## config.mk

```make
export PLATFORM = sky130hd
export DESIGN_NAME = uart_report_tx
export DESIGN_NICKNAME = d
export VERILOG_FILES = /design/src/rtl/uart_report_pkg.sv /design/src/rtl/uart_byte_tx.sv /design/src/rtl/uart_report_tx.sv
export SDC_FILE = /design/constraint.sdc
export NUM_CORES = 1
export LEC_CHECK = 0
export BUFFER_PORTS_ARGS = -buffer_cell sky130_fd_sc_hd__buf_2
export CORE_ASPECT_RATIO = 1.1
export CORE_UTILIZATION = 59
export CTS_CLUSTER_SIZE = 20
export DETAILED_ROUTE_END_ITERATION = 8
export PLACE_DENSITY = 0.91
export REMOVE_ABC_BUFFERS = 1
export SKIP_LAST_GASP = 1
export SLEW_MARGIN = 25
export SYNTH_ARGS = -nofsm -noshare
export SYNTH_HDL_FRONTEND = slang
export SYNTH_SLANG_ARGS = --single-unit
```

## constraint.sdc

```tcl
create_clock -name clk -period 3.4 [get_ports clk]
set_clock_uncertainty 0.15 [all_clocks]
set_input_delay 0.17 -clock clk [delete_from_list [all_inputs] [get_ports clk]]
set_output_delay 0.17 -clock clk [all_outputs]
set_load 0.01 [all_outputs]
```

## src/rtl/uart_report_pkg.sv

```systemverilog
// Shared constants and types for the FPGA-to-PC report transmitter.
package uart_report_pkg;

    localparam int unsigned DEF_CLK_FREQ  = 100000000;
    localparam int unsigned DEF_BAUD      = 115200;
    localparam logic [7:0]  PKT_HEADER    = 8'hA5;
    localparam int unsigned PKT_BYTES     = 4;
    localparam int unsigned PKT_BYTES_CHK = 5;

    // byte3 layout: {1'b0, dir[1:0], st, w, a, s, d}; pend uses the same bit order
    localparam int unsigned B3_D   = 0;
    localparam int unsigned B3_S   = 1;
    localparam int unsigned B3_A   = 2;
    localparam int unsigned B3_W   = 3;
    localparam int unsigned B3_ST  = 4;
    localparam int unsigned B3_DIR = 5;

    typedef enum logic [2:0] {
        ST_IDLE,
        ST_LOAD,
        ST_SEND,
        ST_NEXT,
        ST_DONE
    } state_e;

endpackage

```

## src/rtl/uart_byte_tx.sv

```systemverilog
// 8N1 byte serialiser, LSB first. A tx_start seen in the final stop-bit cycle
// chains the next byte with no idle gap.
module uart_byte_tx #(
    parameter int unsigned BAUD_DIV = 868
) (
    input  logic       clk,
    input  logic       rst,
    input  logic       tx_start,
    input  logic [7:0] tx_data,
    output logic       txd,
    output logic       tx_busy,
    output logic       tx_done
);

    localparam int unsigned CW = (BAUD_DIV > 1) ? $clog2(BAUD_DIV) : 1;

    logic [CW-1:0] baud_q, baud_d;
    logic [3:0]    bit_q, bit_d;
    logic [9:0]    sh_q, sh_d;
    logic          act_q, act_d;
    logic          bit_end;

    assign bit_end = act_q && (baud_q == CW'(BAUD_DIV - 1));
    assign tx_done = bit_end && (bit_q == 4'd9);
    assign tx_busy = act_q;
    assign txd     = sh_q[0];

    always_comb begin
        baud_d = baud_q;
        bit_d  = bit_q;
        sh_d   = sh_q;
        act_d  = act_q;
        if (act_q) begin
            baud_d = bit_end ? '0 : baud_q + 1'b1;
            if (bit_end) begin
                bit_d = bit_q + 4'd1;
                // shifting in ones leaves the line idle-high once the stop bit is out
                sh_d  = {1'b1, sh_q[9:1]};
                if (tx_done) act_d = 1'b0;
            end
        end
        if (tx_start && (!act_q || tx_done)) begin
            baud_d = '0;
            bit_d  = '0;
            sh_d   = {1'b1, tx_data, 1'b0};
            act_d  = 1'b1;
        end
    end

    always_ff @(posedge clk) begin
        if (rst) begin
            baud_q <= '0;
            bit_q  <= '0;
            sh_q   <= '1;
            act_q  <= 1'b0;
        end else begin
            baud_q <= baud_d;
            bit_q  <= bit_d;
            sh_q   <= sh_d;
            act_q  <= act_d;
        end
    end

endmodule

```

## src/rtl/uart_report_tx.sv

```systemverilog
// Sends a report packet {HEADER, x, y, {dir, buttons}} whenever tank state or
// button events change. Define UART_REPORT_CHKSUM_EN to append an XOR checksum byte.
module uart_report_tx
    import uart_report_pkg::*;
#(
    parameter int unsigned CLK_FREQ = DEF_CLK_FREQ,
    parameter int unsigned BAUD     = DEF_BAUD,
    parameter logic [7:0]  HEADER   = PKT_HEADER
) (
    input  logic       clk,
    input  logic       rst,
    input  logic [4:0] x_pos,
    input  logic [4:0] y_pos,
    input  logic [1:0] dir,
    input  logic       bt_w,
    input  logic       bt_a,
    input  logic       bt_s,
    input  logic       bt_d,
    input  logic       bt_st,
    input  logic       force_send,
    output logic       fpga_txd,
    output logic       busy,
    output logic       pkt_done
);

    localparam int unsigned BAUD_DIV = CLK_FREQ / BAUD;
`ifdef UART_REPORT_CHKSUM_EN
    localparam int unsigned NBYTES = PKT_BYTES_CHK;
`else
    localparam int unsigned NBYTES = PKT_BYTES;
`endif

    state_e     state_q, state_d;
    logic [4:0] x_q, x_d, y_q, y_d;
    logic [1:0] dir_q, dir_d;
    logic [4:0] pend_q, pend_d, btn_q, btn_d;
    logic [2:0] idx_q, idx_d;
    logic [4:0] bt_set;
    logic [7:0] byte1, byte2, byte3, tx_data;
    logic       tx_start, tx_busy, tx_done, trig, last_byte;

    always_comb begin
        bt_set         = '0;
        bt_set[B3_D]   = bt_d;
        bt_set[B3_S]   = bt_s;
        bt_set[B3_A]   = bt_a;
        bt_set[B3_W]   = bt_w;
        bt_set[B3_ST]  = bt_st;
    end

    assign trig      = ({x_pos, y_pos, dir} != {x_q, y_q, dir_q}) || (pend_q != '0) || force_send;
    assign last_byte = (idx_q == 3'(NBYTES - 1));
    assign byte1     = {3'b0, x_q};
    assign byte2     = {3'b0, y_q};
    assign byte3     = {1'b0, dir_q, btn_q};

    // tx_start fires on the edge into SEND/NEXT so the start bit is on the line in that cycle
    always_comb begin
        state_d  = state_q;
        idx_d    = idx_q;
        x_d      = x_q;
        y_d      = y_q;
        dir_d    = dir_q;
        btn_d    = btn_q;
        pend_d   = pend_q | bt_set;
        tx_start = 1'b0;
        case (state_q)
            ST_IDLE: if (trig) state_d = ST_LOAD;
            ST_LOAD: begin
                x_d      = x_pos;
                y_d      = y_pos;
                dir_d    = dir;
                btn_d    = pend_q;
                pend_d   = bt_set;
                idx_d    = '0;
                tx_start = 1'b1;
                state_d  = ST_SEND;
            end
            ST_SEND: begin
                if (tx_done) begin
                    if (last_byte) begin
                        state_d = ST_DONE;
                    end else begin
                        idx_d    = idx_q + 3'd1;
                        tx_start = 1'b1;
                        state_d  = ST_NEXT;
                    end
                end
            end
            ST_NEXT: state_d = ST_SEND;
            ST_DONE: state_d = ST_IDLE;
            default: state_d = ST_IDLE;
        endcase
    end

    always_comb begin
        case (idx_d)
            3'd0:    tx_data = HEADER;
            3'd1:    tx_data = byte1;
            3'd2:    tx_data = byte2;
            3'd3:    tx_data = byte3;
`ifdef UART_REPORT_CHKSUM_EN
            3'd4:    tx_data = byte1 ^ byte2 ^ byte3;
`endif
            default: tx_data = 8'hFF;
        endcase
    end

    always_ff @(posedge clk) begin
        if (rst) begin
            state_q <= ST_IDLE;
            idx_q   <= '0;
            x_q     <= '0;
            y_q     <= '0;
            dir_q   <= '0;
            btn_q   <= '0;
            pend_q  <= '0;
        end else begin
            state_q <= state_d;
            idx_q   <= idx_d;
            x_q     <= x_d;
            y_q     <= y_d;
            dir_q   <= dir_d;
            btn_q   <= btn_d;
            pend_q  <= pend_d;
        end
    end

    uart_byte_tx #(.BAUD_DIV(BAUD_DIV)) u_byte_tx (
        .clk      (clk),
        .rst      (rst),
        .tx_start (tx_start),
        .tx_data  (tx_data),
        .txd      (fpga_txd),
        .tx_busy  (tx_busy),
        .tx_done  (tx_done)
    );

    assign busy     = (state_q == ST_LOAD) || tx_busy;
    assign pkt_done = (state_q == ST_DONE);

endmodule

```

==> metrics.log <==
[metrics] H-tree depth: 2
[metrics] number of top-level pins: 23
[metrics] clock tree from TritonCTS: done
[metrics] total clock buffers created by CTS: 5
[metrics] run status: finished, final reports clean
[metrics] core area: 4054 um^2
[metrics] floorplan die height: 70.88 um
[metrics] vias in the first global route: 2,450
[metrics] Critical Setup Path Class: reg2reg
[metrics] setup repair after global routing missed its margin: false
[metrics] area of the multi-input gates: 1429 um^2
[metrics] proportion of layout cells with a drive suffix above 1: 12.17%
[metrics] worst endpoint required time: 3.49 ns
[metrics] most frequent standard cell in the layout excluding fill and tap cells: sky130_fd_sc_hd__nand2_1
[metrics] PwrDens: 429.8 nW/um^2
[metrics] critical path, cell by cell: or4_4 -> or3_1 -> nor4_1 -> o21ai_0 -> a211o_1 -> a32oi_1
[metrics] cell area after synthesis: 2545 um^2
[metrics] master of the slowest instance on the critical path: sky130_fd_sc_hd__or4_4
[metrics] iteration-0 DRC count of the detailed router: 164
[metrics] Layout Area Growth over Synthesis: 16.18%
[metrics] effective utilization at floorplan: 62.78%
[metrics] FFs w/ async S/R, synth: 0%
[metrics] transition at the pin with the smallest max-transition slack: 0.6408 ns
[metrics] Row Count: 24
[metrics] delay contributed by the slowest stage of the critical path: 0.57 ns
[metrics] total negative slack: 0 ns
[metrics] 1st-pass router iterations: 5
[metrics] Netlist cell types: 46
[metrics] sequential fraction of the synthesis area: 40.90%
[metrics] register bit total from synthesis: 52
[metrics] remaining antenna violation count after routing: 0
[metrics] Final #Nets: 368
[metrics] WL/cell: 17.00 um
[metrics] cell at the root of the clock tree: sky130_fd_sc_hd__clkbuf_8
[metrics] detailed placer's ending HPWL: 4071 um
[metrics] power after layout: 1.271 mW
[metrics] max-cap check violation count: 0
[metrics] buffering stage count on the worst path with inverters included: 0
[metrics] timing-limited maximum frequency: 358.2 MHz
[metrics] cell type with the largest total area after synthesis: sky130_fd_sc_hd__dfxtp_1
[metrics] Post-CTS Resized: 0
[metrics] Avg Synthesized Cell Area: 8.183 um^2
[metrics] count of yosys warnings during synthesis: 0
[metrics] most frequent cells in the layout: sky130_fd_sc_hd__nand2_1, sky130_fd_sc_hd__dfxtp_1, sky130_fd_sc_hd__a21oi_1
[metrics] pin count of the biggest net entering global routing: 37
[metrics] CP Depth: 6
[metrics] count of antenna diodes in the layout: 0
[metrics] via count: 2,517
[metrics] aggregate global-route resource usage: 31.50%
[metrics] leading register cell type out of synthesis: sky130_fd_sc_hd__dfxtp_1
[metrics] GP Congestion: 0.8757
[metrics] max-slew violations: 0
[metrics] shortest period the worst path allows: 2.792 ns
[metrics] Setup Viol. Count Final: 0
[metrics] clock sinks: 52
[metrics] Largest delay share family, worst path: simple AND/OR/NAND/NOR gates
[metrics] port buffer count: 22
[metrics] gr ovfl total: 0
[metrics] endpoint kind of the worst setup timing path: flop
[metrics] first-pass GRT wire length: 11,120 um
[metrics] largest fanout on the critical path: 5
[metrics] Residual DRC: 0
[metrics] maximum VDD drop: 361.1 uV
[metrics] area taken by flip-flops and latches: 1041 um^2
[metrics] floorplan die width: 64.62 um
[metrics] Clk Latency, worst-skew pair: 0.31 ns
[metrics] Die ar.: 4580 um^2
[metrics] total routed wirelength: 6750 um
[metrics] Post-Syn Instances: 311
[metrics] antenna violations before repair: 0
[metrics] arrival time reported for the critical path endpoint: 2.88 ns
[metrics] Max-Slew Margin vs Limit: 57.28%
[metrics] worst-case clock buffer depth: 2
[metrics] mean number of vias per cell: 6.340
[metrics] sort of element at the start of the critical path: flop
[metrics] register clock-pin slew on the reported worst setup and hold paths: 0.10 ns
[metrics] Filler Cells Inserted: 277
[metrics] R2R depth: 6
[metrics] type of the most critical hold path: in2reg
[metrics] Fin. Hold Viols: 0
[metrics] fraction of the cycle the final worst path needs: 82.11%
[metrics] count of cells along the worst hold path: 2
[metrics] Leak: 1.116 nW
[metrics] Synth top area share: 40.90%
[metrics] EDFF count, synth: 0
[metrics] leading cell types by total area after synthesis: sky130_fd_sc_hd__dfxtp_1, sky130_fd_sc_hd__nand2_1, sky130_fd_sc_hd__xor2_1, sky130_fd_sc_hd__a21oi_1, sky130_fd_sc_hd__nor2_1
==> worst reg2reg max path, stage by stage (launching register included) <==
cell,delay (ns)
sky130_fd_sc_hd__dfxtp_1,0.36
sky130_fd_sc_hd__or4_4,0.57
sky130_fd_sc_hd__or3_1,0.42
sky130_fd_sc_hd__nor4_1,0.53
sky130_fd_sc_hd__o21ai_0,0.23
sky130_fd_sc_hd__a211o_1,0.33
sky130_fd_sc_hd__a32oi_1,0.14
==> sequential cells by signal, indices dropped and copies added (netlist names) <==
register and flops:
x_q 5, u_byte_tx.baud_q 10, idx_q 3, u_byte_tx.tx_busy 1, dir_q 2, y_q 5
pend_q 5, state_q 3, btn_q 5, u_byte_tx.bit_q 4, u_byte_tx.sh_q 9
==> per-layer routing <==
| layer | track usage, % | vias up | part of all wire, % |
|---|---|---|---|
| met5 | 0 | - | 0 |
| met4 | 17.53 | 0 | 3.5 |
| met2 | 54.97 | 140 | 51 |
| li1 | - | 1174 | - |
| met3 | 6.290 | 23 | 7.5 |
| met1 | 35.53 | 1180 | 38 |
==> cell families after synthesis <==
logic type               count (synthesis)  share of synthesized area (%)
AO/OA/AOI/OAI                           69                          18.29
XOR/XNOR                                23                          7.915
adder cells (fa/ha/maj)                  4                          1.967
buffers and inverters                   19                          2.950
flip-flops                              52                          40.90
multiplexers                             1                         0.3933
AND/OR/NAND/NOR                        143                          27.58
==> through the flow <==
step	hold WS [ns]	worst slack [ns]	cell area (um^2)	util, %	instances
finish	0.2169	0.6082	2957	72.93	397
global route	0.2147	0.4132	2957	72.93	397
detailed placement	0.2307	0.6681	2679	66.08	372
CTS	0.2009	0.6571	2957	72.93	397
floorplan	0.08907	0.3899	2481	-	295
global placement	0.2224	0.7230	2679	66.08	372
==> synthesized netlist by cell type, types with 4 or more instances <==
library cell,number
sky130_fd_sc_hd__a211oi_1,4
sky130_fd_sc_hd__a21oi_1,30
sky130_fd_sc_hd__a31oi_1,8
sky130_fd_sc_hd__a32oi_1,4
sky130_fd_sc_hd__clkbuf_1,12
sky130_fd_sc_hd__dfxtp_1,52
sky130_fd_sc_hd__ha_1,4
sky130_fd_sc_hd__nand2_1,53
sky130_fd_sc_hd__nand2b_1,5
sky130_fd_sc_hd__nand3_1,13
sky130_fd_sc_hd__nand4_1,7
sky130_fd_sc_hd__nor2_1,28
sky130_fd_sc_hd__nor2b_1,5
sky130_fd_sc_hd__nor3_1,5
sky130_fd_sc_hd__nor3b_1,4
sky130_fd_sc_hd__nor4_1,6
sky130_fd_sc_hd__o21ai_0,4
sky130_fd_sc_hd__or3_1,4
sky130_fd_sc_hd__xnor2_1,5
sky130_fd_sc_hd__xor2_1,18
==> worst paths after layout <==
| check | from | end | slack, ns |
|---|---|---|---|
| setup / recovery | u_byte_tx.baud_q[2]$_SDFFE_PP0P_ | u_byte_tx.sh_q[2]$_SDFFE_PP1P_ | 0.61 |
| setup reg to reg | u_byte_tx.baud_q[2]$_SDFFE_PP0P_ | u_byte_tx.sh_q[2]$_SDFFE_PP1P_ | 0.61 |
| hold reg to reg | btn_q[4]$_SDFFE_PP0P_ | btn_q[4]$_SDFFE_PP0P_ | 0.33 |
| hold / removal | rst | u_byte_tx.tx_busy$_SDFF_PP0_ | 0.22 |
==> power breakdown <==
part           switching, mW  internal [mW]
Sequential            0.0320          0.642
Clock                  0.202          0.219
Combinational          0.102         0.0741
==> what timing repair did <==
item                                    in CTS  in global routing
buffers inserted                             0                  0
endpoints found under the setup margin       0                  0
endpoints found under the hold margin       17                  0
hold buffers                                17                  0
==> final cells by class <==
cell class | count | share of cell area, %
inverters | 3 | 0.3809
flip-flops and latches | 52 | 35.21
clock inverters | 2 | 1.185
repair buffers | 42 | 10.24
multi-input cells | 240 | 48.33
well taps | 52 | 2.201
clock buffers | 6 | 2.455
(Power assumes the default switching activity.)
